**src/rtl/musicbox_audio_pkg.sv**
```systemverilog
// Shared types and constants for the ROM sample playback channels.
// Pure declarations; no logic, latency or flow control.
package musicbox_audio_pkg;

  typedef enum logic [1:0] {
    IDLE   = 2'd0,
    RUN    = 2'd1,
    PAUSED = 2'd2
  } player_state_t;

  localparam int SAMPLE_W        = 16;
  localparam int SAMPLE_MIDPOINT = 128;
  localparam int VOLUME_W        = 4;

endpackage

```
**src/rtl/sample_scaler.sv**
```systemverilog
// Re-centres an unsigned 8-bit ROM sample and scales it to signed 16 bits; combinational, no backpressure.
// SAMPLE_PLAYER_VOLUME_EN selects (s*volume)<<<3; otherwise s<<<7 and volume is ignored.
module sample_scaler
  import musicbox_audio_pkg::*;
(
  input  logic [7:0]                 sample_raw,
  input  logic [VOLUME_W-1:0]        volume,
  output logic signed [SAMPLE_W-1:0] sample_scaled
);

  logic signed [8:0] centred;

  // Wraps modulo 512, so reinterpreting the difference as signed gives -128..127.
  assign centred = signed'({1'b0, sample_raw} - 9'(SAMPLE_MIDPOINT));

`ifdef SAMPLE_PLAYER_VOLUME_EN
  logic signed [13:0] product;

  assign product       = centred * signed'({1'b0, volume});
  assign sample_scaled = SAMPLE_W'(product) <<< 3;
`else
  logic unused_volume;

  assign unused_volume = ^volume;
  assign sample_scaled = SAMPLE_W'(centred) <<< 7;
`endif

endmodule

```
**src/rtl/rom_sample_player.sv**
```systemverilog
// One ROM playback channel: steps accessIndex once per CLK_DIV cycles and strobes a scaled sample SETTLE_CYCLES into each period.
// No backpressure from the mixer; pause freezes the period counter. Scaling mode follows SAMPLE_PLAYER_VOLUME_EN.
module rom_sample_player
  import musicbox_audio_pkg::*;
#(
  parameter int CLK_DIV       = 6250,
  parameter int SETTLE_CYCLES = 12
) (
  input  logic                       CLK_50Mhz,
  input  logic                       reset_n,
  input  logic                       start,
  input  logic                       stop,
  input  logic                       pause,
  input  logic                       loopEnable,
  input  logic [15:0]                sampleLength,
  input  logic [VOLUME_W-1:0]        volume,
  output logic [15:0]                accessIndex,
  input  logic [15:0]                dataIn,
  output logic signed [SAMPLE_W-1:0] sampleOut,
  output logic                       sampleValid,
  output logic                       busy,
  output logic                       done
);

  localparam int               DIV_W       = $clog2(CLK_DIV);
  localparam logic [DIV_W-1:0] DIV_LAST    = DIV_W'(CLK_DIV - 1);
  localparam logic [DIV_W-1:0] SETTLE_PREV = DIV_W'(SETTLE_CYCLES - 1);

  player_state_t               state_q, state_d;
  logic [DIV_W-1:0]            div_q, div_d;
  logic [15:0]                 len_q, len_d;
  logic [15:0]                 index_q, index_d;
  logic signed [SAMPLE_W-1:0]  sample_q, sample_d;
  logic                        valid_q, valid_d;
  logic                        done_q, done_d;

  logic signed [SAMPLE_W-1:0]  scaled;
  logic [7:0]                  unused_data_hi;
  logic                        start_ok;
  logic                        more_samples;

  assign unused_data_hi = dataIn[15:8];
  assign start_ok       = start && (sampleLength != 16'd0);
  assign more_samples   = ({1'b0, index_q} + 17'd1) < {1'b0, len_q};

  sample_scaler u_scaler (
    .sample_raw    (dataIn[7:0]),
    .volume        (volume),
    .sample_scaled (scaled)
  );

  always_ff @(posedge CLK_50Mhz or negedge reset_n) begin
    if (!reset_n) begin
      state_q  <= IDLE;
      div_q    <= '0;
      len_q    <= '0;
      index_q  <= '0;
      sample_q <= '0;
      valid_q  <= 1'b0;
      done_q   <= 1'b0;
    end else begin
      state_q  <= state_d;
      div_q    <= div_d;
      len_q    <= len_d;
      index_q  <= index_d;
      sample_q <= sample_d;
      valid_q  <= valid_d;
      done_q   <= done_d;
    end
  end

  always_comb begin
    state_d  = state_q;
    div_d    = div_q;
    len_d    = len_q;
    index_d  = index_q;
    sample_d = sample_q;
    valid_d  = 1'b0;
    done_d   = 1'b0;

    if (stop) begin
      state_d  = IDLE;
      div_d    = '0;
      index_d  = '0;
      sample_d = '0;
    end else if (start_ok) begin
      state_d = RUN;
      len_d   = sampleLength;
      index_d = '0;
      div_d   = '0;
    end else if (state_q != IDLE) begin
      if (pause) begin
        state_d = PAUSED;
      end else begin
        // Un-pausing edge advances too, so each paused cycle costs exactly one cycle.
        state_d = RUN;
        if (div_q == DIV_LAST) begin
          div_d = '0;
          if (more_samples) begin
            index_d = index_q + 16'd1;
          end else if (loopEnable) begin
            index_d = '0;
          end else begin
            state_d  = IDLE;
            done_d   = 1'b1;
            sample_d = '0;
            index_d  = '0;
          end
        end else begin
          div_d = div_q + DIV_W'(1);
          if (div_q == SETTLE_PREV) begin
            sample_d = scaled;
            valid_d  = 1'b1;
          end
        end
      end
    end
  end

  always_comb begin
    busy        = (state_q != IDLE);
    accessIndex = index_q;
    sampleOut   = sample_q;
    sampleValid = valid_q;
    done        = done_q;
  end

endmodule

```
**config.mk**
```make
export PLATFORM = sky130hd
export DESIGN_NAME = rom_sample_player
export DESIGN_NICKNAME = d
export VERILOG_FILES = /design/src/rtl/musicbox_audio_pkg.sv /design/src/rtl/sample_scaler.sv /design/src/rtl/rom_sample_player.sv
export SDC_FILE = /design/constraint.sdc
export NUM_CORES = 1
export LEC_CHECK = 0
export ABC_AREA = 1
export ABC_CLOCK_PERIOD_IN_PS = 3200
export CORE_UTILIZATION = 26
export DETAILED_ROUTE_END_ITERATION = 6
export PLACE_DENSITY_LB_ADDON = 0.1
export SLEW_MARGIN = 20
export SYNTH_ARGS = -nofsm -noshare
export SYNTH_HDL_FRONTEND = slang
export SYNTH_SLANG_ARGS = --single-unit
```
**constraint.sdc**
```tcl
create_clock -name CLK_50Mhz -period 3.2 [get_ports CLK_50Mhz]
set_input_delay 0.96 -clock CLK_50Mhz [delete_from_list [all_inputs] [get_ports CLK_50Mhz]]
set_output_delay 0.96 -clock CLK_50Mhz [all_outputs]
set_load 0.005 [all_outputs]
```
# --- Yosys cells after proc, flatten, opt, wreduce, memory -nomap -nowiden ---
# Cells that the tools add are included.
totals:
  regBits: 65
  latch_bits: 0
  memories: 0
  mem_bits_ro: 0
  in_bits: 42
  ram_bits: 0
  out_inout_bits: 35
classes:
  add_sub_neg: 4
  reduce_logical: 11
  magnitude_cmp: 1
  n_shift: 0
  n_mux: 39
  eq_ne: 7
  bitwise_logic: 1
  multipliers: 0
  div: 0
ops:
  columns: ["operator", "n"]
  rows:
  - ["16-bit two-way mux", 14]
  - ["13-bit two-way mux", 5]
  - ["16-bit by 1-bit adder with 17-bit output (second input constant)", 1]
  - ["17-bit by 16-bit < comparator with 1-bit output", 1]
  - ["16-bit by 1-bit adder with 16-bit output (second input constant)", 1]
  - ["1-bit two-way mux", 16]
  - ["16-bit nonzero test", 1]
  - ["13-bit by 1-bit adder with 13-bit output (second input constant)", 1]
  - ["13-bit == test (second input constant)", 1]
  - ["13-bit by 4-bit == test with 1-bit output (second input constant)", 1]
  - ["3-bit nonzero test", 3]
  - ["8-bit by 8-bit subtractor with 9-bit output (second input constant)", 1]
  - ["2-bit two-way mux", 4]
  - ["3-bit != test (second input constant)", 2]
  - ["6-bit AND reduction", 1]
  - ["2-bit != test (second input constant)", 2]
  - ["2-bit AND reduction", 2]
  - ["2-bit nonzero test", 2]
  - ["3-bit by 2-bit != test with 1-bit output (second input constant)", 1]
  - ["3-bit AND reduction", 1]
  - ["1-bit logical AND", 1]
  - ["1-bit NOT", 1]

# --- Depth between registers and ports, before layout ---
depth:
  ltp_word: 8
  mapped_depth: 22
  mapped_depth_nobuf: 22

# --- Hierarchy ---
# From an unflattened synthesis, not the netlist that was laid out.
hier_totals:
  cells_unflattened: 537
  hier_area_um2: 4031.4
modules_own_cells:
  columns: ["mod", "area_each_um2", "cells_each", "n_inst"]
  rows:
  - ["rom_sample_player", 3911.3, 520, 1]
  - ["sample_scaler", 120.1, 17, 1]

# --- Worst setup path before layout ---
# Ideal clock, no wire load.
synth_path:
  path_type: "reg2reg"
  from: "reg index_q[0] (netlist: accessIndex[0])"
  to: "reg sample_q[10] (netlist: sampleOut[10])"
  arrival_time_ps: 2326
  path_buffers: 0
  setup_ps: 66
  slack_ps: 808
  t_required_ps: 3134
  period_less_slack_ps: 2392
  stages_incl_launch_ff: 19
  path_cell_list: "dfrtp_1 ha_1 nand2_1 nor2_4 nand2_2 nor3_1 xor2_1 ha_1 a21oi_1 nor2_1 nor2_1 nand2_1 nor2_1 nand2_1 nand2_1 nand2_4 nand2_4 nand2_1 nand2_1"
synth_between:
  elab_chain_cells: 4
synth_rtl:
  columns: ["item", "line_no", "source"]
  rows:
  - ["start: declaration", "rom_sample_player.sv:32", "logic [15:0] index_q, index_d;"]
  - ["start signal: assignment", "rom_sample_player.sv:65", "index_q <= index_d;"]
  - ["16-bit by 1-bit adder with 17-bit output", "rom_sample_player.sv:44", "assign more_samples = ({1'b0, index_q} + 17'd1) < {1'b0, len_q};"]
  - ["17-bit by 16-bit < comparator with 1-bit output", "rom_sample_player.sv:44", null]
  - ["3-bit != test (no source line)", null, null]
  - ["6-bit AND reduction (no source line)", null, null]
  - ["end signal: assignment", "rom_sample_player.sv:66", "sample_q <= sample_d;"]
  - ["end: declaration", "rom_sample_player.sv:33", "logic signed [SAMPLE_W-1:0] sample_q, sample_d;"]
# No other way between the ends.
# A chain may end at the register's enable or synchronous reset.

# --- Worst setup path after layout ---
layout_path:
  from: "reg index_q[0] (netlist: accessIndex[0])"
  to: "reg index_q[14] (netlist: accessIndex[14])"
layout_between:
  elab_chain_cells: 8
  word_cells_on_any_way: 9
  cone_classes: "add/sub: 2; order compare: 1; mux: 6"
layout_rtl:
  columns: ["item", "line_no", "source"]
  rows:
  - ["16-bit by 1-bit adder with 17-bit output", "rom_sample_player.sv:44", null]
  - ["17-bit by 16-bit < comparator with 1-bit output", "rom_sample_player.sv:44", null]
  - ["16-bit two-way mux *", "rom_sample_player.sv:99", "if (more_samples) begin"]
  - ["16-bit two-way mux *", "rom_sample_player.sv:97", "if (div_q == DIV_LAST) begin"]
  - ["16-bit two-way mux *", "rom_sample_player.sv:92", "if (pause) begin"]
  - ["16-bit two-way mux *", "rom_sample_player.sv:91", "end else if (state_q != IDLE) begin"]
  - ["16-bit two-way mux *", "rom_sample_player.sv:86", "end else if (start_ok) begin"]
  - ["16-bit two-way mux *", "rom_sample_player.sv:81", "if (stop) begin"]
# Every way passes the cells marked *; elsewhere a longest branch is shown, timed or not. The select of a mux whose other input is x is not followed.

==> reports/metrics.yaml <==
critPathKind: "reg2reg"
power_frac_seq: 0.408
clockRootBuffer: "clkbuf_16"
drive_gt1_frac: 0.09714
synth_top_cell_area_share: 0.4167
antenna_found_initial: 0
r2r_slack_ns: 0.37
min_period_over_period: 0.8848
p_switching_w: 0.0004764
setup_ws_ns: 0.3685
cts_setup_buffers: 0
worst_slew_pin_slew_ns: 0.5864
vias: 2996
cp-endpoint: "accessIndex[14]$_DFFE_PN0P_"
p_clk_frac: 0.478
cts_max_path_buffers: 2
hpwlAfterDp_um: 6654
worstHoldPathCells: 2
rsz0062_at_grt: "no"
worstHoldPathType: "reg2reg"
synth_xor_area_frac: 0.03582
overflow: 0
peakVddDrop_mv: 0.2118
dieHeight_um: 116.7
nets: 580
avgViaCountPerCell: 4.298
numPortBuffers: 57
globalplace.congestion: 0.7746
grt_pass1_vias: 2968
layout.cells.non_filler: 697
ys_warn_count: 0
std_cell_rows: 41
place_ws_ns: 0.2638
layout_commonest_cell: "nand2_1"
worst_setup_path_start_kind: "flop"
synth_seq_area_share: 0.4167
critPathCaptureType: "flop"
path_clk_slew_ns: 0.06
syn_area_um2: 3423
synthAdderAreaFrac: 0.06579
swShare: 0.2513
first_pass_iters: 4
worstPathArrival_ns: 3.08
required_ns: 3.45
r2r_cells: 18
skew_ns: 0.006326
fmax_mhz: 353.2
cts.sinks: 57
crit_fanout: 9
maxSlewHeadroom: 0.6090
grt_max_degree: 33
io-pin-count: 77
coreArea_um2: 12720
avgRoutedWirePerCell_um: 12.22
cap_violations: 0
status: "completed"
grt_pass1_wl_um: 14390
tns_ns: 0
totalWireLength_um: 8518
worst_r2r_endpoint: "accessIndex[14]$_DFFE_PN0P_"
power_frac_comb: 0.114
syn_to_final_growth_pct: 31.25
crit_start: "accessIndex[0]$_DFFE_PN0P_"
synth_top_family_by_area: "simple AND/OR/NAND/NOR gates"
htreeDepth: 3
syn_inst: 452
dieArea_um2: 13630
grt_use_total: 0.1400
yosys.area.top_type: "dfrtp_1"
first_iter_violations: 201
cts_hold_buf: 0
clkLatencyLatePin_ns: 0.33
synthMuxAreaShare: 0
min_period_ns: 2.832
dp_cells: 681
power_leakage_nw: 2.099
finalHoldViolations: 0
drc: 0
synth-compound-area-share: 0.08626
synth_cell_types: 30
cts_tree: "built"
synth.area.top_cells: "dfrtp_1 (42%), nand2_1 (13%), inv_1 (7.3%)"
die_x_um: 116.7
power.internal_w: 0.001419
setup-violations-final: 0
antenna_cells: 0
cts_inserted_buffers: 9
synth_seq_cells: 57
powerDensity_nw_per_um2: 421.9
drv_slew: 0
rr_startpoint: "accessIndex[0]$_DFFE_PN0P_"
avgSynthCellArea_um2: 7.574
start_util: 0.2691
mostFrequentLayoutCells: "nand2_1 (118), inv_1 (67), dfrtp_1 (56), clkdlybuf4s50_1 (56), nor2_1 (49)"
final_antenna_net_count: 0
yosys.area_share.simple: 0.2917
[how the worst min path moves through the flow]
stage	start	endpoint
detailed placement	sampleOut[11]$_DFFE_PN0P_	sampleOut[11]$_DFFE_PN0P_
global route	sampleOut[13]$_DFFE_PN0P_	sampleOut[13]$_DFFE_PN0P_
CTS	sampleOut[11]$_DFFE_PN0P_	sampleOut[11]$_DFFE_PN0P_
global placement	sampleOut[11]$_DFFE_PN0P_	sampleOut[11]$_DFFE_PN0P_
finish	sampleOut[11]$_DFFE_PN0P_	sampleOut[11]$_DFFE_PN0P_
floorplan	len_q[0]$_DFFE_PN0P_	len_q[0]$_DFFE_PN0P_
[through the flow]
step	utilization	area, um^2	hold slack [ns]	power [W]
after global routing	0.3532	4493	0.4874	0.001995
after floorplan	-	3446	0.4422	0.0008965
after CTS	0.3525	4484	0.4733	0.001930
after detailed placement	0.3303	4202	0.4590	0.001008
after global placement	0.3303	4202	0.4552	0.001005
final	0.3532	4493	0.4664	0.001896
[cells in the mapped netlist]
master / number
nand2_1: 118
inv_1: 67
dfrtp_1: 57
nor2_1: 50
o21ai_0: 22
nand3_1: 21
ha_1: 18
nor3_1: 14
xor2_1: 14
a21oi_1: 9
o22ai_1: 9
buf_4: 8
nand4_1: 7
nand2_2: 6
o21ai_2: 6
clkbuf_1: 3
inv_2: 3
nand2_4: 3
nor2_4: 3
o21ai_1: 3
nor2_2: 2
a21o_1: 1
buf_6: 1
conb_1: 1
inv_4: 1
nand3b_1: 1
nor3_2: 1
nor3b_1: 1
nor4_1: 1
o41ai_1: 1
[flip-flops by register name, indices dropped and copies added (netlist names)]
signal	count
state_q	2
done	1
div_q	13
accessIndex	16
sampleValid	1
len_q	16
sampleOut	8
[worst max-delay path: stages (launching register included)]
cell     delay, ns
dfrtp_2       0.41
ha_1          0.19
nand2_1       0.10
nor2_4        0.13
nand2_2       0.11
nor3_1        0.20
xor2_1        0.23
ha_1          0.28
a21oi_1       0.13
nor2_1        0.05
nor2_1        0.08
nand2_1       0.06
nor2_1        0.12
nand2_1       0.15
inv_1         0.12
nand2_4       0.11
inv_4         0.14
nand2_1       0.08
o21ai_2       0.06
[timing repair]
item,4_1_cts,5_1_grt
endpoints found under the setup margin,0,16
endpoints found under the hold margin,0,0
resized for setup,0,3
[power by group through the flow]
| stage | Sequential, W | Combinational [W] | Clock, W |
|---|---|---|---|
| 5_1_grt | 0.000777 | 0.000251 | 0.000966 |
| 4_1_cts | 0.000774 | 0.000222 | 0.000934 |
| 2_1_floorplan | 0.000785 | 0.000111 | 0 |
| 3_5_place_dp | 0.000786 | 0.000221 | 0 |
| 3_3_place_gp | 0.000786 | 0.000218 | 0 |
| 6_report | 0.000773 | 0.000217 | 0.000906 |
[cell families after synthesis]
logic type / count (synthesis)
AO/OA/AOI/OAI: 51
XOR/XNOR: 14
adder cells (fa/ha/maj): 18
buffers and inverters: 83
flip-flops: 57
other: 1
AND/OR/NAND/NOR: 228
[metal layers]
metal	vias up	part of all wire	track usage
met2	51	0.46	0.2233
met5	-	0	0
met3	7	0.041	0.03373
met1	1383	0.49	0.1833
li1	1555	-	-
met4	0	0.013	0.05316
[layout make-up]
type / count / area (um^2)
Inverter: 71 / 269.0
Clock buffer: 11 / 252.7
Sequential cell: 57 / 1428
Tap cell: 172 / 215.2
Fill cell: 1392 / 8229
Clock inverter: 5 / 30.03
Timing Repair Buffer: 63 / 623.1
Multi-Input combinational cell: 318 / 1675
Power figures use the tool's default switching activity.
